--- src/rtl/uart_tx_fifo_serializer_pkg.sv ---
// Shared UART TX definitions: FSM state encoding, parity-type
// constants and the parity helper used when a word is popped.
package uart_tx_fifo_serializer_pkg;

  typedef enum logic [2:0] {
    UART_IDLE,
    UART_START,
    UART_DATA,
    UART_PARITY,
    UART_STOP
  } uart_state_t;

  localparam logic PAR_EVEN = 1'b0;
  localparam logic PAR_ODD  = 1'b1;

  // Wide enough to index up to 9 payload bits.
  localparam int IDX_W = 4;

  // Payload is zero-padded to 9 bits; padding does not alter the xor.
  function automatic logic parity_of(
    input logic [8:0] d,
    input logic       typ
  );
    return (typ == PAR_ODD) ? ~^d : ^d;
  endfunction

endpackage

--- src/rtl/uart_sync_fifo.sv ---
// Synchronous FIFO, single clock, sync active-high reset.
// Ports: CLK, RST, push/wdata, pop/rdata (show-ahead), count, full, empty.
module uart_sync_fifo #(
  parameter int WIDTH = 11,
  parameter int DEPTH = 4
) (
  input  logic                     CLK,
  input  logic                     RST,
  input  logic                     push,
  input  logic [WIDTH-1:0]         wdata,
  input  logic                     pop,
  output logic [WIDTH-1:0]         rdata,
  output logic [$clog2(DEPTH):0]   count,
  output logic                     full,
  output logic                     empty
);

  localparam int AW = $clog2(DEPTH);
  localparam int CW = AW + 1;

  logic [WIDTH-1:0] mem [DEPTH];
  logic [AW-1:0]    wr_ptr;
  logic [AW-1:0]    rd_ptr;
  logic             push_ok;
  logic             pop_ok;

  assign full    = (count == CW'(DEPTH));
  assign empty   = (count == '0);
  assign push_ok = push & ~full;
  assign pop_ok  = pop & ~empty;
  assign rdata   = mem[rd_ptr];

  always_ff @(posedge CLK) begin
    if (push_ok) mem[wr_ptr] <= wdata;
  end

  always_ff @(posedge CLK) begin
    if (RST) begin
      wr_ptr <= '0;
      rd_ptr <= '0;
      count  <= '0;
    end else begin
      if (push_ok) wr_ptr <= wr_ptr + 1'b1;
      if (pop_ok)  rd_ptr <= rd_ptr + 1'b1;
      count <= count + CW'(push_ok) - CW'(pop_ok);
    end
  end

endmodule

--- src/rtl/uart_tx_fifo_serializer.sv ---
// UART transmitter with input FIFO, runtime prescale, parity, 1/2 stops.
// Ports: CLK, RST, P_DATA/Data_valid/ready, PAR_EN, PAR_TYP, STOP2,
//        PRESCALE, TX_OUT (idle high), busy, fifo_count.
module uart_tx_fifo_serializer
  import uart_tx_fifo_serializer_pkg::*;
#(
  parameter int DATA_WIDTH = 8,
  parameter int PRESCALE_W = 8,
  parameter int FIFO_DEPTH = 4
) (
  input  logic                          CLK,
  input  logic                          RST,
  input  logic [DATA_WIDTH-1:0]         P_DATA,
  input  logic                          Data_valid,
  output logic                          ready,
  input  logic                          PAR_EN,
  input  logic                          PAR_TYP,
  input  logic                          STOP2,
  input  logic [PRESCALE_W-1:0]         PRESCALE,
  output logic                          TX_OUT,
  output logic                          busy,
  output logic [$clog2(FIFO_DEPTH):0]   fifo_count
);

  localparam int EW = DATA_WIDTH + 3;

  logic [EW-1:0] wdata;
  logic [EW-1:0] rdata;
  logic          push;
  logic          pop;
  logic          full;
  logic          empty;

  assign wdata = {STOP2, PAR_TYP, PAR_EN, P_DATA};
  assign ready = ~full;
  assign push  = Data_valid & ready;

  uart_sync_fifo #(
    .WIDTH (EW),
    .DEPTH (FIFO_DEPTH)
  ) u_fifo (
    .CLK   (CLK),
    .RST   (RST),
    .push  (push),
    .wdata (wdata),
    .pop   (pop),
    .rdata (rdata),
    .count (fifo_count),
    .full  (full),
    .empty (empty)
  );

  uart_state_t             state, state_n;
  logic                    tx, tx_n;
  logic                    bsy, bsy_n;
  logic [PRESCALE_W-1:0]   cnt, cnt_n;
  logic [PRESCALE_W-1:0]   pre, pre_n;
  logic [DATA_WIDTH-1:0]   shreg, shreg_n;
  logic [IDX_W-1:0]        idx, idx_n;
  logic                    pen, pen_n;
  logic                    pbit, pbit_n;
  logic                    s2, s2_n;
  logic                    sidx, sidx_n;

  logic                    start_frame;
  logic                    bit_end;
  logic [PRESCALE_W-1:0]   pre_eff;
  logic [8:0]              pad;

  assign TX_OUT = tx;
  assign busy   = bsy;

  always_ff @(posedge CLK) begin
    if (RST) begin
      state <= UART_IDLE;
      tx    <= 1'b1;
      bsy   <= 1'b0;
      cnt   <= '0;
      pre   <= PRESCALE_W'(1);
      shreg <= '0;
      idx   <= '0;
      pen   <= 1'b0;
      pbit  <= 1'b0;
      s2    <= 1'b0;
      sidx  <= 1'b0;
    end else begin
      state <= state_n;
      tx    <= tx_n;
      bsy   <= bsy_n;
      cnt   <= cnt_n;
      pre   <= pre_n;
      shreg <= shreg_n;
      idx   <= idx_n;
      pen   <= pen_n;
      pbit  <= pbit_n;
      s2    <= s2_n;
      sidx  <= sidx_n;
    end
  end

  always_comb begin
    state_n     = state;
    tx_n        = tx;
    bsy_n       = bsy;
    cnt_n       = cnt;
    pre_n       = pre;
    shreg_n     = shreg;
    idx_n       = idx;
    pen_n       = pen;
    pbit_n      = pbit;
    s2_n        = s2;
    sidx_n      = sidx;
    pop         = 1'b0;
    start_frame = 1'b0;
    bit_end     = (cnt == '0);
    pre_eff     = (PRESCALE == '0) ? PRESCALE_W'(1) : PRESCALE;
    pad         = '0;
    pad[DATA_WIDTH-1:0] = rdata[DATA_WIDTH-1:0];

    // Bit-time counter reloads at every bit boundary.
    if (state != UART_IDLE)
      cnt_n = bit_end ? pre - 1'b1 : cnt - 1'b1;

    case (state)
      UART_IDLE: begin
        tx_n  = 1'b1;
        bsy_n = 1'b0;
        if (!empty) start_frame = 1'b1;
      end
      UART_START: begin
        if (bit_end) begin
          state_n = UART_DATA;
          tx_n    = shreg[0];
          idx_n   = '0;
        end
      end
      UART_DATA: begin
        if (bit_end) begin
          if (idx == IDX_W'(DATA_WIDTH - 1)) begin
            if (pen) begin
              state_n = UART_PARITY;
              tx_n    = pbit;
            end else begin
              state_n = UART_STOP;
              tx_n    = 1'b1;
              sidx_n  = 1'b0;
            end
          end else begin
            idx_n   = idx + 1'b1;
            shreg_n = shreg >> 1;
            tx_n    = shreg[1];
          end
        end
      end
      UART_PARITY: begin
        if (bit_end) begin
          state_n = UART_STOP;
          tx_n    = 1'b1;
          sidx_n  = 1'b0;
        end
      end
      UART_STOP: begin
        if (bit_end) begin
          if (s2 && !sidx) begin
            sidx_n = 1'b1;
          end else if (!empty) begin
            start_frame = 1'b1;
          end else begin
            state_n = UART_IDLE;
            tx_n    = 1'b1;
            bsy_n   = 1'b0;
          end
        end
      end
      default: begin
        state_n = UART_IDLE;
        tx_n    = 1'b1;
        bsy_n   = 1'b0;
      end
    endcase

    // Pop and latch the whole frame config so later input changes
    // cannot disturb the frame in flight.
    if (start_frame) begin
      pop     = 1'b1;
      state_n = UART_START;
      tx_n    = 1'b0;
      bsy_n   = 1'b1;
      pre_n   = pre_eff;
      cnt_n   = pre_eff - 1'b1;
      shreg_n = rdata[DATA_WIDTH-1:0];
      pen_n   = rdata[DATA_WIDTH];
      pbit_n  = parity_of(pad, rdata[DATA_WIDTH+1]);
      s2_n    = rdata[DATA_WIDTH+2];
      idx_n   = '0;
      sidx_n  = 1'b0;
    end
  end

endmodule
--- config.mk ---
export PLATFORM = sky130hd
export DESIGN_NAME = uart_tx_fifo_serializer
export DESIGN_NICKNAME = d
export VERILOG_FILES = /design/src/rtl/uart_tx_fifo_serializer_pkg.sv /design/src/rtl/uart_sync_fifo.sv /design/src/rtl/uart_tx_fifo_serializer.sv
export SDC_FILE = /design/constraint.sdc
export NUM_CORES = 1
export LEC_CHECK = 0
export ABC_AREA = 1
export BUFFER_PORTS_ARGS = -buffer_cell sky130_fd_sc_hd__buf_4
export CORE_MARGIN = 5
export CORE_UTILIZATION = 40
export CTS_CLUSTER_SIZE = 12
export DETAILED_ROUTE_END_ITERATION = 8
export PLACE_DENSITY = 0.65
export SYNTH_ARGS = -nofsm -noshare
export SYNTH_HDL_FRONTEND = slang
export SYNTH_SLANG_ARGS = --single-unit
--- constraint.sdc ---
create_clock -name CLK -period 6.3 [get_ports CLK]
set_clock_uncertainty 0.1 [all_clocks]
set_input_delay 0.63 -clock CLK [delete_from_list [all_inputs] [get_ports CLK]]
set_output_delay 0.63 -clock CLK [all_outputs]
set_load 0.05 [all_outputs]
==> metrics.txt <==
Static Leakage=1.95 nW; outcome=complete, no violations; Avg Synthesized Cell Area=8.59 sq um; Final Hold Viols=0; Root Driver=clkbuf_8; Die Span Y=113 um; CP max stage delay=0.41 ns; Seq. cell area=0.00224 sq mm; H-tree depth=3; Max VDD drop=194 uV; GRT met1 Usage=0.172; Synth async-reset ratio=0; Final Setup Violations=0; Initial Utilization=0.413; post-cts resize count=0; gr busiest metal=met2; Rel. slew slack=0.278; total grt overflow=0; gr usage total=0.143; largest net degree at the start of global routing=28; Setup TNS=0 ns; TritonCTS clock tree=built; Synth area leader=edfxtp_1; met3 Usage GRT=0.0345; cts hold-fix bufs=0; Die ar.=0.0129 sq mm; most common flop cell mapped by yosys=dfxtp_1; gp weighted congestion=0.890; count leader, synth=nand2_1; slowest CP cell=fa_1; vias per inst=4.97; width of the die=113 um; clk buf depth=2; slew at the pin closest to its max-slew limit=1.08 ns; vias in the first global route=3269; Inserted Clock Buffers=9; Detailed Route WL=8560 um; num rows=37; Critical Path RT=6.44 ns; f_max=386 MHz; fin cells=662; count of pins over their slew limit=0; Synth top area share=0.309; # fillers=1018; Synth cell types=41; most common library cells after synthesis=nand2_1 (122), inv_1 (50), dfxtp_1 (46), nand3_1 (46), nor2_1 (46); Hold Path Class=input pin to flip-flop; post-synthesis register bit count=90; main area contributors after synthesis=edfxtp_1 (31%), dfxtp_1 (22%), nand2_1 (11%); synth warn=0; register area share after synthesis=0.524; # port buffers=27; Cells after DPL=646; max_cap viols=0; diodes inserted=0; DRC Markers=0; CP startpoint kind=flip-flop; final worst path period share=0.411; final worst path period need=2.59 ns; Routed Antenna Nets=0; post-place instance area=0.00455 sq mm; Worst Path Arrival=2.73 ns; M2 GR Usage=0.243; postcts setup bufs=0; CTS Sinks=90; Area growth syn-to-layout=11.1%; Final Util=0.458; share of cells above drive strength 1=0.143; EDFF count, synth=44; DR WL/cell=12.9 um; power per cell area=524 mW/mm^2; Mapped Cells=498; # IOs=28; via count=3288; clk slew on worst S/H paths=0.09 ns; core box area=0.0104 sq mm; drt pass-1 iters=4; critical path endpoint category=flip-flop; total power=2.49 mW; mapped cell area=0.00428 sq mm; RSZ-0062 raised after global routing=false; worst skew pair latency=0.36 ns; DP HPWL=6080 um; Syn Nets=529; crit path max fanout=27; Iter 0 DRT Violations=187; first-pass GRT wire length=14800 um; initial antenna violation count=0; crit path kind=flip-flop to flip-flop; final net count=552; worst path cell trace=nor2_1 > nand2_1 > nor2_4 > nand3_4 > nand2_4 > ha_1 > inv_1 > ha_1 > fa_1 > inv_1 > nor2_1; multi-input logic area=0.00172 sq mm; Final Cell Area=0.00475 sq mm
## cell families after synthesis
logic type,after synthesis,share of synthesized area
compound gates,73,0.0950
buf+inv,72,0.0740
simple gates,245,0.257
flops,90,0.524
xor+xnor,9,0.0219
fa+ha+maj,9,0.0281
## cells in the final DEF, fill, tap and decap left out, types with 5 or more instances in the layout
cell type and n:
a21oi_1 33, a31oi_1 8, buf_4 27, clkbuf_8 9
dfxtp_1 46, edfxtp_1 44, ha_1 8, inv_1 50
inv_2 7, nand2_1 122, nand2_2 6, nand3_1 46
nor2_1 46, nor2_2 6, nor3_1 5, o21ai_0 20
xnor2_1 6
## final timing paths
path	start	end	slack, ns	cells past startpoint
setup / recovery	cnt[6]	u_fifo.count[1]	3.71	11
hold / removal	P_DATA[5]	u_fifo.mem[2][5]	0.36	1
setup reg to reg	cnt[6]	u_fifo.count[1]	3.71	11
hold reg to reg	pre[6]	pre[6]	0.37	2
## power breakdown
part,leakage [nW],switching [mW],internal (mW)
Clock,0.0990,0.213,0.189
Sequential,0.782,0.0910,0.754
Combinational,1.07,0.820,0.423
Total,1.95,1.12,1.37
## metrics by stage
step	setup slack (ns)	hold slack, ns
final	3.71	0.359
after global placement	3.79	0.349
after global routing	3.50	0.339
after CTS	3.71	0.336
after detailed placement	3.75	0.356
after floorplan	3.63	0.329
## critical path: cells and delay by family (launching register included)
family / cells / cell delay (ns)
adder cells (fa/ha/maj): 3 / 0.86
AND/OR/NAND/NOR: 6 / 1.06
buffers and inverters: 2 / 0.11
flip-flops: 1 / 0.34
## area by class of cell
type | count | share of cell area
well taps | 136 | 0.0358
clock buffers | 10 | 0.0269
clock inverters | 6 | 0.0158
inverters | 57 | 0.0450
multi-input cells | 336 | 0.362
repair buffers | 27 | 0.0427
flip-flops and latches | 90 | 0.472
## state kept, by name, summed over array words and instances (netlist names), named ones only
signal,count
u_fifo.mem,44
cnt,8
pre,8
shreg,8
idx,4
state,3
u_fifo.count,3
u_fifo.rd_ptr,2
u_fifo.wr_ptr,2
TX_OUT,1
busy,1
pbit,1
pen,1
s2,1
sidx,1
## per-layer routing
metal  vias to the layer above  wire length [um]
met5                         -                 0
met4                         0               147
met3                        10               437
met2                        80              4130
met1                      1514              3850
li1                       1684                 -
(Power assumes the default switching activity.)
